`src/rtl/key_pkg.sv`:
```
`default_nettype none
// ============================================================================
//  Module      : key_pkg
//  Description : Shared defaults, counter-width helper and per-channel event
//                bundle for the push-button conditioning blocks.
//  Revision    : 1.0 - initial release
// ============================================================================
package key_pkg;

    // Default configuration shared with other key consumers
    localparam int KEY_NUM_KEYS_DEF   = 4;
    localparam int KEY_TICK_DIV_DEF   = 4096;
    localparam int KEY_STABLE_DEF     = 5;
    localparam int KEY_LONG_DEF       = 256;
    localparam bit KEY_ACTIVE_LOW_DEF = 1'b1;

    // Bits needed to hold values 0..n-1, never less than one bit
    function automatic int CNT_W(input int n);
        return (n <= 1) ? 1 : $clog2(n);
    endfunction

    // One-cycle strobes produced by a channel
    typedef struct packed {
        logic press;
        logic rel;
        logic lng;
    } key_evt_t;

endpackage : key_pkg
`default_nettype wire

```
`src/rtl/key_debounce_ch.sv`:
```
`default_nettype none
// ============================================================================
//  Module      : key_debounce_ch
//  Description : One key channel: 2-flop synchroniser, consecutive-tick vote,
//                press/release strobes and long-press detection.
//  Revision    : 1.0 - initial release
// ============================================================================
module key_debounce_ch
    import key_pkg::*;
#(
    parameter int STABLE_SAMPLES = KEY_STABLE_DEF,
    parameter int LONG_TICKS     = KEY_LONG_DEF,
    parameter bit ACTIVE_LOW     = KEY_ACTIVE_LOW_DEF
) (
    input  logic     clk,
    input  logic     rst_n,
    input  logic     tick_i,
    input  logic     key_i,
    output logic     pressed_o,
    output key_evt_t evt_o
);

    localparam int STAB_W = CNT_W(STABLE_SAMPLES);
    localparam int HOLD_W = CNT_W(LONG_TICKS + 1);
    localparam logic [STAB_W-1:0] STAB_LAST = STAB_W'(STABLE_SAMPLES - 1);
    localparam logic [HOLD_W-1:0] HOLD_MAX  = HOLD_W'(LONG_TICKS);

    logic [1:0]        sync_q;
    logic              sync_p;
    logic [STAB_W-1:0] stab_q, stab_d;
    logic [HOLD_W-1:0] hold_q, hold_d;
    logic              pressed_q, pressed_d;
    key_evt_t          evt_q, evt_d;

    // Synchroniser resets to the idle pin level so reset looks like "released"
    always_ff @(posedge clk or negedge rst_n) begin
        if (!rst_n) sync_q <= {2{ACTIVE_LOW}};
        else        sync_q <= {sync_q[0], key_i};
    end

    // Normalise after synchronisation: 1 means pressed
    assign sync_p = sync_q[1] ^ ACTIVE_LOW;

    // Vote on tick cycles, long-press counting and strobe generation
    always_comb begin
        stab_d    = stab_q;
        pressed_d = pressed_q;
        if (tick_i) begin
            if (sync_p == pressed_q) begin
                stab_d = '0;
            end else if (stab_q == STAB_LAST) begin
                pressed_d = sync_p;
                stab_d    = '0;
            end else begin
                stab_d = stab_q + 1'b1;
            end
        end

        // The acceptance tick itself is excluded because pressed_q is still 0
        if (!pressed_d)
            hold_d = '0;
        else if (tick_i && pressed_q && (hold_q != HOLD_MAX))
            hold_d = hold_q + 1'b1;
        else
            hold_d = hold_q;

        evt_d.press = pressed_d & ~pressed_q;
        evt_d.rel   = ~pressed_d & pressed_q;
        evt_d.lng   = (hold_d == HOLD_MAX) && (hold_q != HOLD_MAX);
    end

    // State and registered strobes; strobes appear with the new level
    always_ff @(posedge clk or negedge rst_n) begin
        if (!rst_n) begin
            stab_q    <= '0;
            hold_q    <= '0;
            pressed_q <= 1'b0;
            evt_q     <= '0;
        end else begin
            stab_q    <= stab_d;
            hold_q    <= hold_d;
            pressed_q <= pressed_d;
            evt_q     <= evt_d;
        end
    end

    assign pressed_o = pressed_q;
    assign evt_o     = evt_q;

endmodule : key_debounce_ch
`default_nettype wire

```
`src/rtl/key_debounce_array.sv`:
```
`default_nettype none
// ============================================================================
//  Module      : key_debounce_array
//  Description : Multi-channel key conditioner: shared sample-tick generator
//                feeding NUM_KEYS independent debounce channels.
//  Revision    : 1.0 - initial release
// ============================================================================
module key_debounce_array
    import key_pkg::*;
#(
    parameter int NUM_KEYS       = KEY_NUM_KEYS_DEF,
    parameter int TICK_DIV       = KEY_TICK_DIV_DEF,
    parameter int STABLE_SAMPLES = KEY_STABLE_DEF,
    parameter int LONG_TICKS     = KEY_LONG_DEF,
    parameter bit ACTIVE_LOW     = KEY_ACTIVE_LOW_DEF
) (
    input  logic                clk,
    input  logic                rst_n,
    input  logic [NUM_KEYS-1:0] key_in,
    output logic [NUM_KEYS-1:0] key_pressed,
    output logic [NUM_KEYS-1:0] press_pulse,
    output logic [NUM_KEYS-1:0] release_pulse,
    output logic [NUM_KEYS-1:0] long_pulse
);

    localparam int TICK_W = CNT_W(TICK_DIV);
    localparam logic [TICK_W-1:0] TICK_LAST = TICK_W'(TICK_DIV - 1);

    logic [TICK_W-1:0] tick_cnt_q;
    logic              tick;

    assign tick = (tick_cnt_q == TICK_LAST);

    // Free-running sample divider, wraps after TICK_DIV cycles
    always_ff @(posedge clk or negedge rst_n) begin
        if (!rst_n)    tick_cnt_q <= '0;
        else if (tick) tick_cnt_q <= '0;
        else           tick_cnt_q <= tick_cnt_q + 1'b1;
    end

    generate
        for (genvar i = 0; i < NUM_KEYS; i++) begin : g_ch
            key_evt_t evt;

            key_debounce_ch #(
                .STABLE_SAMPLES (STABLE_SAMPLES),
                .LONG_TICKS     (LONG_TICKS),
                .ACTIVE_LOW     (ACTIVE_LOW)
            ) u_ch (
                .clk       (clk),
                .rst_n     (rst_n),
                .tick_i    (tick),
                .key_i     (key_in[i]),
                .pressed_o (key_pressed[i]),
                .evt_o     (evt)
            );

            assign press_pulse[i]   = evt.press;
            assign release_pulse[i] = evt.rel;
            assign long_pulse[i]    = evt.lng;
        end
    endgenerate

endmodule : key_debounce_array
`default_nettype wire

```
`config.mk`:
```
export PLATFORM = sky130hd
export DESIGN_NAME = key_debounce_array
export DESIGN_NICKNAME = d
export VERILOG_FILES = /design/src/rtl/key_pkg.sv /design/src/rtl/key_debounce_ch.sv /design/src/rtl/key_debounce_array.sv
export SDC_FILE = /design/constraint.sdc
export NUM_CORES = 1
export LEC_CHECK = 0
export ABC_CLOCK_PERIOD_IN_PS = 2800
export CAP_MARGIN = 40
export CORE_MARGIN = 3
export CORE_UTILIZATION = 60
export CTS_CLUSTER_DIAMETER = 30
export DETAILED_ROUTE_END_ITERATION = 16
export PLACE_DENSITY = 0.79
export SYNTH_ARGS = -nofsm -noshare
export SYNTH_HDL_FRONTEND = slang
export SYNTH_SLANG_ARGS = --single-unit
```
`constraint.sdc`:
```
create_clock -name clk -period 2.8 [get_ports clk]
set_input_delay 0.28 -clock clk [delete_from_list [all_inputs] [get_ports clk]]
set_output_delay 0.28 -clock clk [all_outputs]
set_load 0.1 [all_outputs]
```
==> results.md <==
* Outcome: complete, no violations
* Met1 Usage GRT at approximately 33%
* Crit-path cells: ha_1 -> nand4_2 -> buf_4 -> or4_1 -> or3_1 -> a21oi_1 -> nor4bb_2
* Slew margin rel. at 47.8%
* FF+latch count, synth at 84
* Post-synth EDFFs at 0
* Final-report max-slew violation count at 0
* Row count at 31
* Via count at around 3500
* DP Wirelength at roughly 6.3 mm
* Global-route wire length before repair at 16.4 mm
* Die height at between 90 and 100 um
* Clk sinks at between 80 and 90
* Post-synth ARST share at 100%
* Tmin final at approximately 2.5 ns
* # port buffers at 21
* Power density cells at just over 400 nW/um^2
* Filler instances at about 590
* Routing usage on met3 at between 3 and 4%
* Hold WC Path Type: in -> reg
* Synth Flop Type: dfrtp_1
* Netlist Area Pre-Place at 4530 sq um
* Worst skew pair latency at 0.35 ns
* Clock Tree Root: clkbuf_8
* Top cell type by total area after synthesis: dfrtp_1
* CP required at about 3.1 ns
* Most frequent cells in the layout: dfrtp_1 (76), nor2_1 (44), inv_1 (34), buf_4 (34), nand3_1 (31)
* Worst-path clk slew at 0.09 ns
* Setup Skew at ~0.015 ns
* Cells taking the most area after synthesis: dfrtp_1 (42%), ha_1 (4.7%), dfstp_2 (4.6%)
* Initial antenna violation count at 0
* Critical path's top delay family: simple AND/OR/NAND/NOR gates
* Number of warning messages in the yosys log at 0
* Cells after Synth at around 470
* Final setup viols at 0
* Final TNS setup at 0 ns
* Vias in the first global route at ~3500
* # IOs at 22
* Reg2reg end: g_ch[3].u_ch.evt_o[0]$_DFF_PN0_
* Die area at ~8600 sq um
* Fin util at around 70%
* M2 GR Usage at between 30 and 40%
* Share of post-route cells with drive strength above 1 at between 10% and 20%
* Worst R2R Path Depth at 7
* Largest net degree at the start of global routing at 62
* Initial DRC count at around 230
* Area of the multi-input gates at roughly 2200 sq um
* RR Startpoint: tick_cnt_q[0]$_DFF_PN0_
* Initial core utilization at approximately 62%
* Post-Syn Nets at slightly below 500
* Final hold violation count at 0
* Arrival time of the worst setup path at between 2 and 3 ns
* Crit path largest cell delay at roughly 0.63 ns
* Lkg Pwr at approximately 2.2 nW
* Tot GR Track Use at a little under a quarter
* CTS max path bufs at 2
* Slowest cell on crit path: or4_1
* Synthesis-to-finish area growth at 12.0%
* Die width at between 90 and 100 um
* Worst hold endpoint: g_ch[1].u_ch.sync_q[0]$_DFF_PN1_
* Diode count at 0
* Worst setup SP type: flip-flop
* Period utilization at approximately 91%
* GP Congestion at around 0.87
* Crit Path Max Fanout at 14
* CTS H-tree lvls at 3
* Crit path buf inv count at 1
* DR pass1 iterations at 4
* GRT busiest layer: met2
* Critical path endpoint category: flip-flop
* Max Fclk at ~0.39 GHz
* Max VDD drop at 0.236 mV
* WL final at roughly 9.2 mm
* Top cell type's share of synthesized area at around two fifths
* Critical path class: reg -> reg
* GR Overflow Total at 0
* Num CTS Buffers at 9
* Most common cell after layout, fill and taps aside: dfrtp_1
* Flop2flop setup slack at between 0.2 and 0.3 ns
* RSZ-0062 raised after global routing: false
* Tightest Pin Transition at 0.776 ns
* Nets at 520
* Hold Path Stages at 1
* Register area at approximately 2100 sq um
* Antenna Nets Post-Route at 0
* Yosys cell types at just under 50
* Drt wl/cell at ~15 um
* Seq/Total Area, Yosys at a little under half
* Min-delay src: key_in[1]
* DRC Markers at 0
* Via density at about 5.8
* Max Cap Viol at 0
* Syn Area/Cell at approximately 9.7 sq um
* CTS tree: built
* Core area at between 7000 and 8000 sq um
## metrics by stage
stage | setup slack (ns) | instance area, sq um | total power (W) | hold slack (ns) | instances
6_report | 0.261 | 5070 | 0.00206 | 0.322 | 601
5_1_grt | 0.107 | 5070 | 0.00214 | 0.311 | 601
4_1_cts | 0.0971 | 5060 | 0.00208 | 0.310 | 601
3_5_place_dp | 0.124 | 4880 | 0.00129 | 0.204 | 584
3_3_place_gp | 0.212 | 4850 | 0.00129 | 0.346 | 583
2_1_floorplan | 0.365 | 4530 | 0.00126 | -0.0156 | 469
## where the power goes
part / total [W] / internal (W) / switching, W / leakage [nW]
clock network: 0.000789 / 0.000325 / 0.000464 / 0.0820
logic: 0.0000409 / 0.0000135 / 0.0000275 / 0.982
registers: 0.00123 / 0.00122 / 0.00000413 / 1.13
total: 0.00206 / 0.00156 / 0.000495 / 2.20
## worst max-delay path by stage
stage                       startpoint                              end  slack [ns]  depth (start not counted)
5_1_grt        tick_cnt_q[0]$_DFF_PN0_  g_ch[3].u_ch.evt_o[0]$_DFF_PN0_        0.11                          7
4_1_cts        tick_cnt_q[0]$_DFF_PN0_  g_ch[2].u_ch.evt_o[0]$_DFF_PN0_         0.1                          6
3_5_place_dp   tick_cnt_q[0]$_DFF_PN0_  g_ch[2].u_ch.evt_o[0]$_DFF_PN0_        0.12                          6
2_1_floorplan  tick_cnt_q[0]$_DFF_PN0_  g_ch[0].u_ch.evt_o[0]$_DFF_PN0_        0.37                          7
6_report       tick_cnt_q[0]$_DFF_PN0_  g_ch[3].u_ch.evt_o[0]$_DFF_PN0_        0.26                          7
3_3_place_gp   tick_cnt_q[0]$_DFF_PN0_  g_ch[0].u_ch.evt_o[0]$_DFF_PN0_        0.21                          6
## cells in the mapped netlist (3+ instances only)
library cell  instances
a21oi_1              11
and2_1                5
and3_1                9
and4_1                7
buf_4                 4
clkbuf_1             17
dfrtp_1              76
dfstp_2               8
ha_1                 17
inv_1                34
mux2_2                4
mux2i_1               9
nand2_1              28
nand3_1              31
nand4_1              17
nor2_1               44
nor2b_1               4
nor3_1                7
nor3b_1               6
nor4_1               23
o211a_1               3
o211ai_1              5
o21a_1                3
o21ai_0              16
o31a_1                3
o31ai_1               3
or3_1                 6
or4_1                 3
xnor2_1              19
xor2_1               21
## state kept, by name, summed over array words and instances, names as in the netlist
signal               flops
g_ch.u_ch.hold_q        36
g_ch.u_ch.pressed_o      4
g_ch.u_ch.sync_q         8
tick_cnt_q              12
g_ch.u_ch.evt_o         12
g_ch.u_ch.stab_q        12
## cells by family after synthesis
group           share of synthesized area, %
simple gates                            24.2
flops                                   46.6
buf+inv                                 5.11
compound gates                          8.64
xor+xnor                                7.73
fa+ha+maj                               4.69
mux                                     2.98
## final cells by class
| class | count | share of cell area (%) |
|---|---|---|
| Multi-Input combinational cell | 328 | 43.4 |
| Clock buffer | 9 | 2.44 |
| Timing Repair Buffer | 40 | 6.56 |
| Clock inverter | 7 | 0.986 |
| Inverter | 34 | 2.52 |
| Tap cell | 99 | 2.44 |
| Sequential cell | 84 | 41.6 |
## worst register-to-register path, delay by kind of cell, from the launching register on
kind | cells | cell delay (ns)
simple gates | 4 | 1.42
flops | 1 | 0.40
compound gates | 1 | 0.19
buf+inv | 1 | 0.22
fa+ha+maj | 1 | 0.23
## metal layers
layer / share of wire [%] / up-vias
li1: - / 1709
met1: 46 / 1707
met2: 48 / 75
met4: 2.3 / 0
met3: 3.7 / 20
met5: 0 / -
## timing repair
| item | 4_1_cts | 5_1_grt |
|---|---|---|
| hold endpoints to repair | 22 | 0 |
| setup buffers | 0 | 0 |
| setup endpoints to repair | 0 | 2 |
| gates resized for setup | 0 | 2 |
| hold buffers | 1 | 0 |
Note: power is estimated with default switching activity, not from simulation.
